`src/rtl/viterbi_survivor_exchange_if.sv`:
```
// Handshake and data bundle between the ACS array / frame controller and the
// register-exchange survivor memory. The master drives trellis steps and
// flush requests. The slave returns decoded symbols and the end-of-frame pulse.
interface viterbi_survivor_exchange_if #(
    parameter int NSTATE = 4,
    parameter int SYMW   = 3
);
    localparam int BW = (NSTATE > 1) ? $clog2(NSTATE) : 1;

    logic                   in_valid;
    logic                   in_ready;
    logic [NSTATE-1:0]      dec;
    logic [NSTATE*SYMW-1:0] sym;
    logic [BW-1:0]          best_state;
    logic                   flush;
    logic                   out_valid;
    logic [SYMW-1:0]        out_sym;
    logic                   frame_done;

    modport master (
        output in_valid, dec, sym, best_state, flush,
        input  in_ready, out_valid, out_sym, frame_done
    );

    modport slave (
        input  in_valid, dec, sym, best_state, flush,
        output in_ready, out_valid, out_sym, frame_done
    );
endinterface

```
`src/rtl/viterbi_survivor_exchange.sv`:
```
// Register-exchange survivor memory for the Viterbi decoder.
// On every accepted trellis step, each state's survivor is rebuilt from the
// predecessor chosen by its ACS decision. The predecessor's branch symbol is
// shifted into slot 0. Once the history is full, each step emits the oldest
// symbol of the best state. A flush drains the remaining history oldest-first.
module viterbi_survivor_exchange #(
    parameter int NSTATE = 4,
    parameter int SYMW   = 3,
    parameter int DEPTH  = 16
) (
    input  logic                          clk,
    input  logic                          reset,
    viterbi_survivor_exchange_if.slave    bus
);
    localparam int BW = (NSTATE > 1) ? $clog2(NSTATE) : 1;
    localparam int H  = NSTATE / 2;
    localparam int CW = $clog2(DEPTH + 1);
    localparam logic [CW-1:0] DEPTH_C = CW'(DEPTH);
    localparam logic [CW-1:0] ONE_C   = CW'(1);
    localparam logic [CW-1:0] ZERO_C  = CW'(0);

    typedef enum logic [1:0] {
        ST_IDLE  = 2'd0,
        ST_FILL  = 2'd1,
        ST_RUN   = 2'd2,
        ST_DRAIN = 2'd3
    } state_t;

    // Predecessor of state s selected by decision bit d (even s: a=j, b=j+H;
    // odd s: a=j+H, b=j).
    function automatic int pred_of(input int s, input logic d);
        int j;
        int a;
        int b;
        j = s >> 1;
        if ((s % 2) == 0) begin
            a = j;
            b = j + H;
        end else begin
            a = j + H;
            b = j;
        end
        return d ? b : a;
    endfunction

    logic [DEPTH*SYMW-1:0] surv_q [NSTATE];
    logic [DEPTH*SYMW-1:0] surv_d [NSTATE];
    state_t                state_q, state_d;
    logic [CW-1:0]         fill_q, fill_d;
    logic [CW-1:0]         cnt_q, cnt_d;
    logic [BW-1:0]         bl_q, bl_d;
    logic                  out_valid_q, out_valid_d;
    logic [SYMW-1:0]       out_sym_q, out_sym_d;
    logic                  frame_done_q, frame_done_d;

    logic                  in_ready_s;
    logic                  step_s;
    logic [CW-1:0]         fill_post_s;
    logic [SYMW-1:0]       drain_sym_s;
    logic [SYMW-1:0]       run_sym_s;

    assign in_ready_s = (state_q != ST_DRAIN);
    assign step_s     = bus.in_valid && in_ready_s;
    assign run_sym_s  = surv_q[bus.best_state][DEPTH*SYMW-1 -: SYMW];

    // Fill level after the current step, saturating at DEPTH.
    always_comb begin
        if (step_s && (fill_q != DEPTH_C)) begin
            fill_post_s = fill_q + ONE_C;
        end else begin
            fill_post_s = fill_q;
        end
    end

    // Select slot cnt-1 of the latched drain state's survivor.
    always_comb begin
        drain_sym_s = {SYMW{1'b0}};
        for (int k = 0; k < DEPTH; k++) begin
            if (CW'(k + 1) == cnt_q) begin
                drain_sym_s = surv_q[bl_q][k*SYMW +: SYMW];
            end else begin
                drain_sym_s = drain_sym_s;
            end
        end
    end

    // Register exchange: all states rebuilt in parallel from pre-update values.
    always_comb begin
        for (int s = 0; s < NSTATE; s++) begin
            if (step_s) begin
                surv_d[s] = {surv_q[pred_of(s, bus.dec[s])][(DEPTH-1)*SYMW-1:0],
                             bus.sym[pred_of(s, bus.dec[s])*SYMW +: SYMW]};
            end else begin
                surv_d[s] = surv_q[s];
            end
        end
    end

    // Next-state and output logic for the fill/run/drain controller.
    always_comb begin
        state_d      = state_q;
        fill_d       = fill_q;
        cnt_d        = cnt_q;
        bl_d         = bl_q;
        out_valid_d  = 1'b0;
        out_sym_d    = out_sym_q;
        frame_done_d = 1'b0;
        case (state_q)
            ST_IDLE, ST_FILL, ST_RUN: begin
                fill_d = fill_post_s;
                if (step_s && (state_q == ST_RUN)) begin
                    out_valid_d = 1'b1;
                    out_sym_d   = run_sym_s;
                end else begin
                    out_valid_d = 1'b0;
                end
                if (bus.flush) begin
                    bl_d = bus.best_state;
                    if (fill_post_s != ZERO_C) begin
                        cnt_d   = fill_post_s;
                        state_d = ST_DRAIN;
                    end else begin
                        frame_done_d = 1'b1;
                        state_d      = ST_IDLE;
                    end
                end else if (fill_post_s == ZERO_C) begin
                    state_d = ST_IDLE;
                end else if (fill_post_s == DEPTH_C) begin
                    state_d = ST_RUN;
                end else begin
                    state_d = ST_FILL;
                end
            end
            ST_DRAIN: begin
                out_valid_d = 1'b1;
                out_sym_d   = drain_sym_s;
                cnt_d       = cnt_q - ONE_C;
                if (cnt_q == ONE_C) begin
                    frame_done_d = 1'b1;
                    fill_d       = ZERO_C;
                    state_d      = ST_IDLE;
                end else begin
                    state_d = ST_DRAIN;
                end
            end
            default: begin
                state_d = ST_IDLE;
                fill_d  = ZERO_C;
                cnt_d   = ZERO_C;
            end
        endcase
    end

    // State, survivor and output registers with synchronous reset.
    always_ff @(posedge clk) begin
        if (reset) begin
            for (int s = 0; s < NSTATE; s++) begin
                surv_q[s] <= {(DEPTH*SYMW){1'b0}};
            end
            state_q      <= ST_IDLE;
            fill_q       <= ZERO_C;
            cnt_q        <= ZERO_C;
            bl_q         <= {BW{1'b0}};
            out_valid_q  <= 1'b0;
            out_sym_q    <= {SYMW{1'b0}};
            frame_done_q <= 1'b0;
        end else begin
            for (int s = 0; s < NSTATE; s++) begin
                surv_q[s] <= surv_d[s];
            end
            state_q      <= state_d;
            fill_q       <= fill_d;
            cnt_q        <= cnt_d;
            bl_q         <= bl_d;
            out_valid_q  <= out_valid_d;
            out_sym_q    <= out_sym_d;
            frame_done_q <= frame_done_d;
        end
    end

    assign bus.in_ready   = in_ready_s;
    assign bus.out_valid  = out_valid_q;
    assign bus.out_sym    = out_sym_q;
    assign bus.frame_done = frame_done_q;
endmodule

```
`src/flat_wrapper.sv`:
```
// flat-port wrapper written by rule: the top's interface ports become plain ports
module viterbi_survivor_exchange_flat 
#(
    parameter int NSTATE = 4,
    parameter int SYMW   = 3,
    parameter int DEPTH  = 16
)
  (clk, reset, bus_in_valid, bus_dec, bus_sym, bus_best_state, bus_flush, bus_in_ready, bus_out_valid, bus_out_sym, bus_frame_done);
  viterbi_survivor_exchange_if #(.NSTATE(NSTATE), .SYMW(SYMW)) bus_i ();
  input  logic clk;
  input  logic reset;
  input wire logic [$bits(bus_i.in_valid)-1:0] bus_in_valid;
  input wire logic [$bits(bus_i.dec)-1:0] bus_dec;
  input wire logic [$bits(bus_i.sym)-1:0] bus_sym;
  input wire logic [$bits(bus_i.best_state)-1:0] bus_best_state;
  input wire logic [$bits(bus_i.flush)-1:0] bus_flush;
  output wire logic [$bits(bus_i.in_ready)-1:0] bus_in_ready;
  output wire logic [$bits(bus_i.out_valid)-1:0] bus_out_valid;
  output wire logic [$bits(bus_i.out_sym)-1:0] bus_out_sym;
  output wire logic [$bits(bus_i.frame_done)-1:0] bus_frame_done;
  assign bus_i.in_valid = bus_in_valid;
  assign bus_i.dec = bus_dec;
  assign bus_i.sym = bus_sym;
  assign bus_i.best_state = bus_best_state;
  assign bus_i.flush = bus_flush;
  assign bus_in_ready = bus_i.in_ready;
  assign bus_out_valid = bus_i.out_valid;
  assign bus_out_sym = bus_i.out_sym;
  assign bus_frame_done = bus_i.frame_done;
  viterbi_survivor_exchange #(.NSTATE(NSTATE), .SYMW(SYMW), .DEPTH(DEPTH)) u_core (.clk(clk), .reset(reset), .bus(bus_i));
endmodule
```
`config.mk`:
```
export PLATFORM = sky130hd
export DESIGN_NAME = viterbi_survivor_exchange_flat
export DESIGN_NICKNAME = d
export VERILOG_FILES = /design/src/rtl/viterbi_survivor_exchange_if.sv /design/src/rtl/viterbi_survivor_exchange.sv /design/src/flat_wrapper.sv
export SDC_FILE = /design/constraint.sdc
export NUM_CORES = 1
export LEC_CHECK = 0
export ABC_AREA = 1
export CORE_MARGIN = 5
export CORE_UTILIZATION = 58
export DETAILED_ROUTE_END_ITERATION = 6
export MAX_ROUTING_LAYER = met4
export PLACE_DENSITY = 0.79
export SETUP_SLACK_MARGIN = 0.1
export SLEW_MARGIN = 25
export SYNTH_ARGS = -nofsm -noshare
export SYNTH_HDL_FRONTEND = slang
export SYNTH_SLANG_ARGS = --single-unit
```
`constraint.sdc`:
```
create_clock -name clk -period 30.7 [get_ports clk]
set_input_delay 4.605 -clock clk [delete_from_list [all_inputs] [get_ports clk]]
set_output_delay 4.605 -clock clk [all_outputs]
set_load 0.02 [all_outputs]
```
==> results by group <==
Drt
  • Starting DRC count in detailed routing: 1342
  • Via density: 6.07
  • DR top layer: met4
  • DRT Pass-1 Iters: 6
  • Met2 wire len: 14800 um
  • Routed Antenna Nets: 0
  • Routed length on met3: 3060 um
  • M1 WL: 12300 um
  • WL final: 31200 um
  • DRC Markers: 0
  • Drt wl/cell: 18.0 um
  • Via count: 10500

Clocking
  • Clock transition at path regs: 60 ps
  • CTS buffer count: 24
  • Postcts setup bufs: 0
  • Clk root buf: clkbuf_16
  • Worst skew pair latency: 520 ps
  • Resized cells post-CTS: 0
  • CTS max path bufs: 3
  • Clk sinks: 213
  • Hold Buf Count CTS: 0
  • H-tree level count: 1
  • CTS tree: built

Floorplan
  • Die height: 152 um
  • Starting Density: 58.5%
  • Core area: 0.0201 sq mm
  • Die Area: 0.0232 sq mm
  • Die width: 152 um
  • Row cnt: 52
  • # IOs: 28

STA
  • Final period util: 23.4%
  • Final Setup Violations: 0
  • Relative slew slack: 26.2%
  • Hold slack: 500 ps
  • Hold Violations, Final: 0
  • Slew @ Worst Pin: 1110 ps
  • RSZ-0062 raised after global routing: no
  • Final min period: 7180 ps
  • Post-route setup TNS: 0 ps
  • Clock Skew: 10.6 ps
  • Achievable Freq: 139 MHz
  • Slew Limit Fails: 0

Synthesis
  • Post-synthesis sequential area ratio: 52.6%
  • Synthesized area: 0.0118 sq mm
  • Simple-gate share of the synthesized area: 22.6%
  • Main combinational cell family by area after synthesis: simple AND/OR/NAND/NOR gates
  • Cell count after synthesis: 1476
  • Number of flops mapped to enable cells by yosys: 192
  • Post-Syn Nets: 1505
  • Mux share of post-synthesis cell area: 0%
  • Syn. warnings: 0
  • Synth Area in XOR/XNOR: 0.447%
  • Synth Area in Adders: 0.745%
  • Avg Inst Size Synth: 7.96 sq um
  • Compound-Gate Fraction of Synth Area: 16.3%
  • Yosys reg bits: 213
  • Async SR Flop Fraction: 0%
  • Top FF cell, synth: edfxtp_1
  • Synth unique cells: 31

Worst setup path
  • CP startpoint: reset
  • Nature of the critical path endpoint: flip-flop
  • Crit path DAT: 7400 ps
  • Reg-to-reg endpoint: u_core.bus.out_sym[2]
  • CP Launch Type: input port
  • CP cell instances: clkdlybuf4s50_1 > inv_1 > nand2_4 > buf_6 > a21oi_1
  • CP delay by family, top: buffers and inverters
  • Crit Path Max Fanout: 109
  • Worst Path Buf+Inv: 3
  • Critical Setup Path Class: in2reg
  • Max incr delay on CP: 780 ps
  • Crit path required time: 30920 ps
  • FF-to-FF setup slack: 27550 ps
  • Critical path's slowest cell: clkdlybuf4s50_1
  • Reg2reg path depth: 22

Pwr
  • Cell area power density: 61.3 mW/mm^2
  • Worst IR Drop VDD: 0.0000407 V
  • Lkg Pwr: 4.83 nW

Global routing
  • Vias in the first global route: 10100
  • First-pass GRT wire length: 50000 um
  • Largest net degree at the start of global routing: 193
  • Initial antenna violation count: 0
  • GRT Total Usage: 26.6%
  • Grt total ovfl: 0

Placed design
  • Placer Congestion: 0.868
  • # port buffers: 27
  • Detailed placement HPWL: 17000 um
  • Dpl cells: 1688

Finish
  • Nets: 1473
  • Layout cells sized above 1: 5.00%
  • Final Util: 63.5%
  • # diodes: 0
  • Area Growth Syn to Fin: 8.66%
  • Sequential cell area: 0.00619 sq mm
  • Filler cell count in the final layout: 1635
  • Area of the multi-input gates: 0.00473 sq mm
  • Final Non-Filler Cells: 1731

Hold path
  • Hold Path End: u_core.fill_q[4]
  • Hold Path Cell Cnt: 2
  • Hold_sp: u_core.fill_q[4]
  • Min-Delay Path Class: reg2reg

Run
  • Maxcap violations: 0

Status
  • Status: complete, no violations
==> routing by layer <==
| layer | GRT usage, % | up-vias |
|---|---|---|
| met5 | - | - |
| met4 | 10.9 | 0 |
| li1 | - | 4861 |
| met2 | 42.8 | 615 |
| met3 | 3.95 | 105 |
| met1 | 34.2 | 4918 |
==> flip-flops by register name (all words and copies together), names as in the netlist, named ones only <==
| name | cells |
|---|---|
| u_core.surv_q | 192 |
| u_core.state_q | 2 |
| u_core.bus.out_valid | 1 |
| u_core.bus.out_sym | 3 |
| u_core.cnt_q | 5 |
| u_core.fill_q | 5 |
| u_core.bl_q | 2 |
| u_core.bus.frame_done | 1 |
==> worst max-delay path by stage <==
stage / slack [ps] / cells after the start / endpoint
after floorplan: 11660 / 2 / u_core.surv_q[0][0]
after global placement: 22910 / 5 / u_core.surv_q[0][26]
after detailed placement: 22820 / 5 / u_core.surv_q[3][0]
after CTS: 23350 / 5 / u_core.surv_q[3][24]
after global routing: 23380 / 5 / u_core.surv_q[3][23]
final: 23520 / 5 / u_core.surv_q[3][0]
==> placed cells by master, fill, tap and decap left out, types with 2 or more instances in the layout <==
cell type	Yosys	final
nand2_1	445	444
inv_1	94	93
a311oi_1	2	2
buf_4	7	10
o221ai_1	2	2
edfxtp_1	192	192
a31oi_1	2	2
a21oi_1	231	231
a211oi_1	2	2
clkdlybuf4s50_1	0	23
o22ai_1	13	13
o21ai_0	95	94
nor2_2	4	4
o211ai_1	10	10
buf_2	20	4
dfxtp_1	21	20
clkinv_1	4	12
a21oi_2	5	5
nand3_1	63	63
nor3_1	2	2
bufinv_16	0	2
ha_1	7	7
inv_2	9	10
o21ai_1	5	5
nor2_1	160	160
xor2_1	5	5
nand2_2	2	2
clkinv_2	0	3
nor2_4	2	2
clkbuf_16	0	25
clkbuf_1	65	5
==> layout make-up <==
type / instances / area share [%]
tap: 270 / 2.64
clock inverter: 13 / 0.823
inverter: 108 / 3.19
sequential: 213 / 48.4
timing repair buffer: 39 / 2.79
multi-input combinational: 1058 / 37.1
clock buffer: 30 / 5.04
==> worst reg2reg max path, cell delays in order, from the launching register on <==
cell     delay, ps
dfxtp_2        790
inv_4          520
nand2_1        270
nand3_1         90
nand2_1        100
nand2_1         50
nand3_1         80
nand2_1         60
nand3_1         80
nand3_1         80
nand3_1        100
nand2_1         60
nand2_1         80
nand2_1         60
nand2_1         60
nand2_1         60
nand2_1         70
nand2_1         60
nand3_1         70
nand3_1         90
nand2_1         70
nand2_1         80
a21oi_2        130
==> cells by family after synthesis <==
| group | after synthesis |
|---|---|
| and+or+nand+nor | 678 |
| AOI/OAI and AO/OA | 367 |
| DFF | 213 |
| buffers and inverters | 205 |
| adders and majority gates | 7 |
| xor gates and xnor gates | 6 |
==> cells in the mapped netlist (all sizes together), types with 5 or more instances <==
library cell,number,area (sq um)
o22ai,13,81.3
nor2,166,648
o21ai,100,500
xor2,5,43.8
a21oi,236,1200
buf,32,201
edfxtp,192,5770
clkbuf,65,244
inv,104,393
o211ai,10,75.1
nand3,63,315
nand2,447,1680
dfxtp,21,420
ha,7,87.6
==> through the flow <==
stage	worst slack [ps]	power (mW)	cell area [sq um]
4_1_cts	23350	0.782	12800
3_5_place_dp	22820	0.506	12000
6_report	23520	0.783	12800
2_1_floorplan	11660	0.476	11800
3_3_place_gp	22910	0.503	12000
5_1_grt	23380	0.815	12800
==> power breakdown <==
| group | switching, mW | internal (mW) | total, mW |
|---|---|---|---|
| Clock | 0.114 | 0.164 | 0.278 |
| Sequential | 0.0235 | 0.349 | 0.372 |
| Combinational | 0.0923 | 0.0401 | 0.132 |
| Total | 0.230 | 0.553 | 0.783 |
Note: power is estimated with default switching activity, not from simulation.
